==> src/rtl/pll40_ctrl_pkg.sv <==
// Shared types and helpers for the SB_PLL40 lock sequencer: state encoding,
// counter sizing and the registered output bundle decoded from each state.
package pll40_ctrl_pkg;

  typedef enum logic [2:0] {
    ST_RESET     = 3'd0,
    ST_WAIT_LOCK = 3'd1,
    ST_LOCKED    = 3'd2,
    ST_FAIL      = 3'd3,
    ST_SLEEP     = 3'd4
  } state_t;

  localparam logic [7:0] LOSS_CNT_MAX = 8'hFF;

  typedef struct packed {
    logic resetb;
    logic bypass;
    logic ready;
    logic cfg_ready;
    logic fail;
    logic latch;
    logic sleep_ack;
  } pll_out_t;

  // Bits needed to hold the values 0..max_val inclusive.
  function automatic int cnt_width(input int max_val);
    return (max_val < 1) ? 1 : $clog2(max_val + 1);
  endfunction

  // Every status output is a pure function of the state being entered.
  function automatic pll_out_t decode_outputs(input state_t st);
    pll_out_t o;
    o = '0;
    case (st)
      ST_RESET: begin
        o.bypass = 1'b1;
      end
      ST_WAIT_LOCK: begin
        o.resetb = 1'b1;
        o.bypass = 1'b1;
      end
      ST_LOCKED: begin
        o.resetb    = 1'b1;
        o.ready     = 1'b1;
        o.cfg_ready = 1'b1;
      end
      ST_FAIL: begin
        o.bypass    = 1'b1;
        o.fail      = 1'b1;
        o.cfg_ready = 1'b1;
      end
      ST_SLEEP: begin
        o.resetb    = 1'b1;
        o.latch     = 1'b1;
        o.sleep_ack = 1'b1;
      end
      default: begin
        o.bypass = 1'b1;
      end
    endcase
    return o;
  endfunction

endpackage

==> src/rtl/pll40_lock_sync.sv <==
// Multi-flop synchroniser for the asynchronous PLL LOCK output, cleared by
// the asynchronous controller reset.
module pll40_lock_sync #(
  parameter int STAGES = 2
) (
  input  logic clk,
  input  logic rst,
  input  logic din,
  output logic dout
);

  logic [STAGES-1:0] stage_reg;

  always_ff @(posedge clk or posedge rst) begin
    if (rst) begin
      stage_reg <= '0;
    end else begin
      stage_reg <= {stage_reg[STAGES-2:0], din};
    end
  end

  assign dout = stage_reg[STAGES-1];

endmodule

==> src/rtl/pll40_lock_ctrl.sv <==
// SB_PLL40 reset/lock sequencer running on the reference clock.
// Optional PLL40_CTRL_ICEGATE_EN adds a SLEEP state driving LATCHINPUTVALUE.
module pll40_lock_ctrl
  import pll40_ctrl_pkg::*;
#(
  parameter int         RESET_CYCLES = 16,
  parameter int         LOCK_STABLE  = 64,
  parameter int         LOCK_TIMEOUT = 4096,
  parameter int         LOSS_FILTER  = 4,
  parameter int         MAX_RETRY    = 3,
  parameter logic [7:0] DELAY_INIT   = 8'h00
) (
  input  logic                           clk,
  input  logic                           rst,
  input  logic                           pll_lock_i,
  output logic                           pll_resetb_o,
  output logic                           pll_bypass_o,
  output logic [7:0]                     pll_dyndelay_o,
  output logic                           pll_latch_o,
  input  logic                           cfg_valid,
  input  logic [7:0]                     cfg_delay,
  output logic                           cfg_ready,
  output logic                           ready,
  output logic                           fail,
  output logic [$clog2(MAX_RETRY+1)-1:0] retry_cnt,
  output logic [7:0]                     loss_cnt,
  input  logic                           sleep_req,
  output logic                           sleep_ack
);

  localparam int TMAX = (LOCK_TIMEOUT > RESET_CYCLES) ? LOCK_TIMEOUT : RESET_CYCLES;
  localparam int TW   = cnt_width(TMAX);
  localparam int SW   = cnt_width(LOCK_STABLE);
  localparam int LW   = cnt_width(LOSS_FILTER);
  localparam int RW   = $clog2(MAX_RETRY + 1);

  localparam logic [TW-1:0] RESET_LAST   = TW'(RESET_CYCLES - 1);
  localparam logic [TW-1:0] TIMEOUT_LAST = TW'(LOCK_TIMEOUT - 1);
  localparam logic [SW-1:0] STABLE_LAST  = SW'(LOCK_STABLE - 1);
  localparam logic [LW-1:0] LOSS_LAST    = LW'(LOSS_FILTER - 1);
  localparam logic [RW-1:0] RETRY_LAST   = RW'(MAX_RETRY - 1);

  state_t          state_reg, state_next;
  logic [TW-1:0]   timer_reg, timer_next;
  logic [SW-1:0]   stable_reg, stable_next;
  logic [LW-1:0]   loss_reg, loss_next;
  logic [RW-1:0]   retry_reg, retry_next;
  logic [7:0]      losscnt_reg, losscnt_next;
  logic [7:0]      delay_reg, delay_next;
  pll_out_t        out_reg;
  logic            lock_s;
  logic            accept;
  logic            sleep_go;

  pll40_lock_sync #(.STAGES(2)) u_lock_sync (
    .clk  (clk),
    .rst  (rst),
    .din  (pll_lock_i),
    .dout (lock_s)
  );

`ifdef PLL40_CTRL_ICEGATE_EN
  assign sleep_go    = sleep_req;
  assign pll_latch_o = out_reg.latch;
  assign sleep_ack   = out_reg.sleep_ack;
`else
  logic unused_sleep_bits;
  assign sleep_go          = 1'b0;
  assign unused_sleep_bits = sleep_req ^ out_reg.latch ^ out_reg.sleep_ack;
  assign pll_latch_o       = 1'b0;
  assign sleep_ack         = 1'b0;
`endif

  assign accept = cfg_valid & out_reg.cfg_ready;

  always_comb begin
    state_next   = state_reg;
    timer_next   = timer_reg;
    stable_next  = stable_reg;
    loss_next    = loss_reg;
    retry_next   = retry_reg;
    losscnt_next = losscnt_reg;
    delay_next   = delay_reg;
    case (state_reg)
      ST_RESET: begin
        if (timer_reg == RESET_LAST) begin
          state_next  = ST_WAIT_LOCK;
          timer_next  = '0;
          stable_next = '0;
        end else begin
          timer_next = timer_reg + 1'b1;
        end
      end
      ST_WAIT_LOCK: begin
        timer_next  = timer_reg + 1'b1;
        stable_next = lock_s ? stable_reg + 1'b1 : '0;
        // A lock qualifying on the timeout cycle still counts as a lock.
        if (lock_s && (stable_reg == STABLE_LAST)) begin
          state_next = ST_LOCKED;
          retry_next = '0;
          loss_next  = '0;
          timer_next = '0;
        end else if (timer_reg == TIMEOUT_LAST) begin
          retry_next = retry_reg + 1'b1;
          timer_next = '0;
          state_next = (retry_reg == RETRY_LAST) ? ST_FAIL : ST_RESET;
        end
      end
      ST_LOCKED: begin
        if (accept) begin
          delay_next = cfg_delay;
          retry_next = '0;
          timer_next = '0;
          loss_next  = '0;
          state_next = ST_RESET;
        end else if (sleep_go) begin
          state_next = ST_SLEEP;
        end else if (lock_s) begin
          loss_next = '0;
        end else if (loss_reg == LOSS_LAST) begin
          loss_next  = '0;
          timer_next = '0;
          state_next = ST_RESET;
          if (losscnt_reg != LOSS_CNT_MAX) begin
            losscnt_next = losscnt_reg + 1'b1;
          end
        end else begin
          loss_next = loss_reg + 1'b1;
        end
      end
      ST_FAIL: begin
        if (accept) begin
          delay_next = cfg_delay;
          retry_next = '0;
          timer_next = '0;
          state_next = ST_RESET;
        end
      end
      ST_SLEEP: begin
        // Wake straight into lock qualification; RESETB stays high.
        if (!sleep_go) begin
          state_next  = ST_WAIT_LOCK;
          timer_next  = '0;
          stable_next = '0;
        end
      end
      default: begin
        state_next = ST_RESET;
        timer_next = '0;
      end
    endcase
  end

  always_ff @(posedge clk or posedge rst) begin
    if (rst) begin
      state_reg   <= ST_RESET;
      timer_reg   <= '0;
      stable_reg  <= '0;
      loss_reg    <= '0;
      retry_reg   <= '0;
      losscnt_reg <= '0;
      delay_reg   <= DELAY_INIT;
      out_reg     <= decode_outputs(ST_RESET);
    end else begin
      state_reg   <= state_next;
      timer_reg   <= timer_next;
      stable_reg  <= stable_next;
      loss_reg    <= loss_next;
      retry_reg   <= retry_next;
      losscnt_reg <= losscnt_next;
      delay_reg   <= delay_next;
      out_reg     <= decode_outputs(state_next);
    end
  end

  assign pll_resetb_o   = out_reg.resetb;
  assign pll_bypass_o   = out_reg.bypass;
  assign pll_dyndelay_o = delay_reg;
  assign cfg_ready      = out_reg.cfg_ready;
  assign ready          = out_reg.ready;
  assign fail           = out_reg.fail;
  assign retry_cnt      = retry_reg;
  assign loss_cnt       = losscnt_reg;

endmodule

==> config.mk <==
export PLATFORM = sky130hd
export DESIGN_NAME = pll40_lock_ctrl
export DESIGN_NICKNAME = d
export VERILOG_FILES = /design/src/rtl/pll40_ctrl_pkg.sv /design/src/rtl/pll40_lock_sync.sv /design/src/rtl/pll40_lock_ctrl.sv
export SDC_FILE = /design/constraint.sdc
export NUM_CORES = 1
export LEC_CHECK = 0
export CAP_MARGIN = 15
export CELL_PAD_IN_SITES_DETAIL_PLACEMENT = 0
export CELL_PAD_IN_SITES_GLOBAL_PLACEMENT = 1
export CORE_ASPECT_RATIO = 1.2
export CORE_UTILIZATION = 42
export DETAILED_ROUTE_END_ITERATION = 7
export GPL_ROUTABILITY_DRIVEN = 0
export GPL_TIMING_DRIVEN = 0
export MAX_ROUTING_LAYER = met4
export PLACE_DENSITY_LB_ADDON = 0.1
export SKIP_LAST_GASP = 1
export SYNTH_ARGS = -nofsm -noshare
export SYNTH_HDL_FRONTEND = slang
export SYNTH_HIERARCHICAL = 1
export SYNTH_SLANG_ARGS = --single-unit
==> constraint.sdc <==
create_clock -name clk -period 2.5 [get_ports clk]
set_clock_uncertainty 0.15 [all_clocks]
set_input_delay 0.5 -clock clk [delete_from_list [all_inputs] [get_ports clk]]
set_output_delay 0.5 -clock clk [all_outputs]
set_load 0.01 [all_outputs]
==> qor.csv, run 1 <==
metric,value,unit
irDropWorstVdd,0.2446,mV
fmaxAchievable,448.7,MHz
tightest_slew,1.006,ns
holdBufCountCts,0,
antenna_found_initial,0,
post-synth-top-area-cell,dfrtp_1,
die_w,73.10,µm
drv_cap,0,
ys_seq_area_share,50.15,%
r2r_start,loss_reg[0]$_DFFE_PP0P_,
synth_edf_count,0,
clk_latency,0.31,ns
firstDrtPassIters,4,
cts_made_buffers,5,
num_io_pins,38,
slowest_delay,0.81,ns
arrival,2.28,ns
met1_usage,23.85,%
cp_max_fo,7,
holdPathEnd,u_lock_sync/stage_reg[1]$_DFF_PP0_,
clock_sinks,51,
ys_ff_latch,51,
final_cells,360,
finalSetupViolCount,0,
synth.top_cell.area_share,49.12,%
power,1646,µW
fillers,531,
pwr_density_cell,529.3,nW/µm²
synthCells,235,
drcViolationCount,0,
dp_hpwl,3.506,mm
fp.dieH,87.32,µm
final_common_cell,dfrtp_1,
place_inst,352,
end_kind,register,
synth_area_per_cell,10.84,µm²
rrSetupSlack,0.27,ns
drtIter0Drc,90,
grt_max_degree,27,
status,"complete, no violations",
tns,0,ns
slew_violations,0,
start_util,44.36,%
yosys-top-cells-area,"dfrtp_1, mux2_2, nand3_1",
crit_type,reg -> reg,
drive_gt1_share,15.00,%
min_period,2.229,ns
area_growth,22.10,%
yosysWarnings,6,
final_cell_mix,"dfrtp_1, clkdlybuf4s50_1, nand2_1, nand3_1, o21ai_0",
rsz0062_at_grt,no,
rr_endpoint,pll_resetb_o$_DFF_PP0_,
fin_nets,297,
worst_setup_hold_path_clk_slew,0.10,ns
crit_path_top_delay_cell,o31ai_1,
top_usage_layer,met2,
ys_types,57,
wire_per_inst,13.54,µm
vias_per_cell,5.186,
fin_crit_sh,89.14,%
ys_async_sr_fraction,100.0,%
worst_hold_path.num_cells,0,
syn-cell-area,2547,µm²
p_leak,0.001366,µW
ys.flop_type,dfrtp_1,
port-buffer-count,34,
crit_chain,"ha_1, nand2b_4, o31ai_1, a21oi_2, or2_1",
diodes,0,
start_kind,register,
ant_nets,0,
required,2.55,ns
rows,30,
die-area,6382,µm²
grt_pass1_wl,8.507,mm
final_util,54.16,%
cts_resized,0,
largest_register_ffs,13,
overflow,0,
cts_root_buf,clkbuf_8,
use_met2,27.27,%
reg2reg_depth,5,
hold_violations,0,
cts_max_level,2,
grtUsageMet3,3.819,%
hold_path.class,reg -> reg,
grt_pass1_vias,1775,
grt.total_usage,17.97,%
clock_path_buffers,2,
slew_headroom,32.34,%
wl,4.873,mm
min-delay-start,u_lock_sync/stage_reg[0]$_DFF_PP0_,
dr_total_vias,1867,
core,5743,µm²
post_cts_buffers,0,
cts_tree,built,
==> cell usage after synthesis (2+ instances only) <==
master	number
nand3_1	15
o31ai_1	5
nor3_1	2
a221o_1	2
mux2i_1	2
inv_1	10
clkbuf_1	2
or2_2	2
xnor2_1	6
a32o_1	2
buf_4	5
ha_1	5
nand4b_1	2
and2_1	2
a31oi_1	6
o21ai_0	14
mux2_2	9
or2_1	3
a21oi_1	8
nand2b_1	4
and3_1	6
nand4_1	5
nand2_1	16
nor2_1	12
xor2_1	2
nor3b_1	2
dfrtp_1	50
buf_6	3
nand3b_1	3
nor4_1	3
==> where the power goes <==
| part | switching, µW | total, µW | internal [µW] |
|---|---|---|---|
| registers | 35.9 | 904 | 869 |
| logic | 117 | 238 | 121 |
| clock network | 277 | 504 | 227 |
| total | 430 | 1650 | 1220 |
==> layer usage <==
metal  vias to the layer above  routed length (µm)  share of wire, %
met3                         6                 157               3.2
met4                         0                  67               1.4
met2                        30                2303                47
met1                       898                2345                48
met5                         -                   0                 0
li1                        933                   -                 -
==> cell families after synthesis <==
group / synth area share [%]
and+or+nand+nor: 20.97
muxes: 4.764
other: 0.1472
DFF: 50.15
xor gates and xnor gates: 2.751
AOI/OAI and AO/OA: 14.20
buffers and inverters: 4.568
adders and majority gates: 2.456
==> cell type report <==
class	instances	area, µm²	share of cell area, %
clock inverters	1	8.758	0.2816
multi-input cells	166	1161	37.33
plain buffers	10	78.83	2.534
repair buffers	35	360.3	11.58
clock buffers	7	86.33	2.776
well taps	80	100.1	3.218
flip-flops and latches	51	1277	41.07
inverters	10	37.54	1.207
==> critical path, delay by kind of cell, from the launching register on <==
kind | cells | cell delay [ns]
AO/OA/AOI/OAI | 2 | 0.99
flip-flops | 1 | 0.39
AND/OR/NAND/NOR | 2 | 0.37
adder cells (fa/ha/maj) | 1 | 0.23
==> worst max-delay path by stage <==
stage / from / end / slack (ns) / depth (start not counted)
after CTS: loss_reg[0]$_DFFE_PP0P_ / pll_resetb_o$_DFF_PP0_ / 0.25 / 5
final: loss_reg[0]$_DFFE_PP0P_ / pll_resetb_o$_DFF_PP0_ / 0.27 / 5
after global routing: timer_reg[0]$_DFFE_PP0P_ / pll_resetb_o$_DFF_PP0_ / 0.08 / 6
after detailed placement: cfg_valid / loss_cnt[1]$_DFFE_PP0P_ / 0.20 / 5
after floorplan: state_reg[0]$_DFF_PP0_ / loss_cnt[1]$_DFFE_PP0P_ / 0.57 / 5
after global placement: rst / pll_dyndelay_o[4]$_DFFE_PP0P_ / -0.39 / 2
==> stage by stage <==
step | instance area [µm²] | hold WS (ns) | setup slack, ns
floorplan | 2555 | 0.09118 | 0.5672
global placement | 2995 | 0.1864 | -0.3924
detailed placement | 3015 | 0.1864 | 0.2046
CTS | 3110 | 0.2099 | 0.2477
global route | 3110 | 0.2282 | 0.08375
finish | 3110 | 0.2070 | 0.2715
Note: power is estimated with default switching activity, not from simulation.
==> run 2, diff against run 1 <==
- TNS_END_PERCENT: unset -> 50
==> results of run 2 <==
Same layout as run 1: the final DEF is identical, and so are final timing and power.
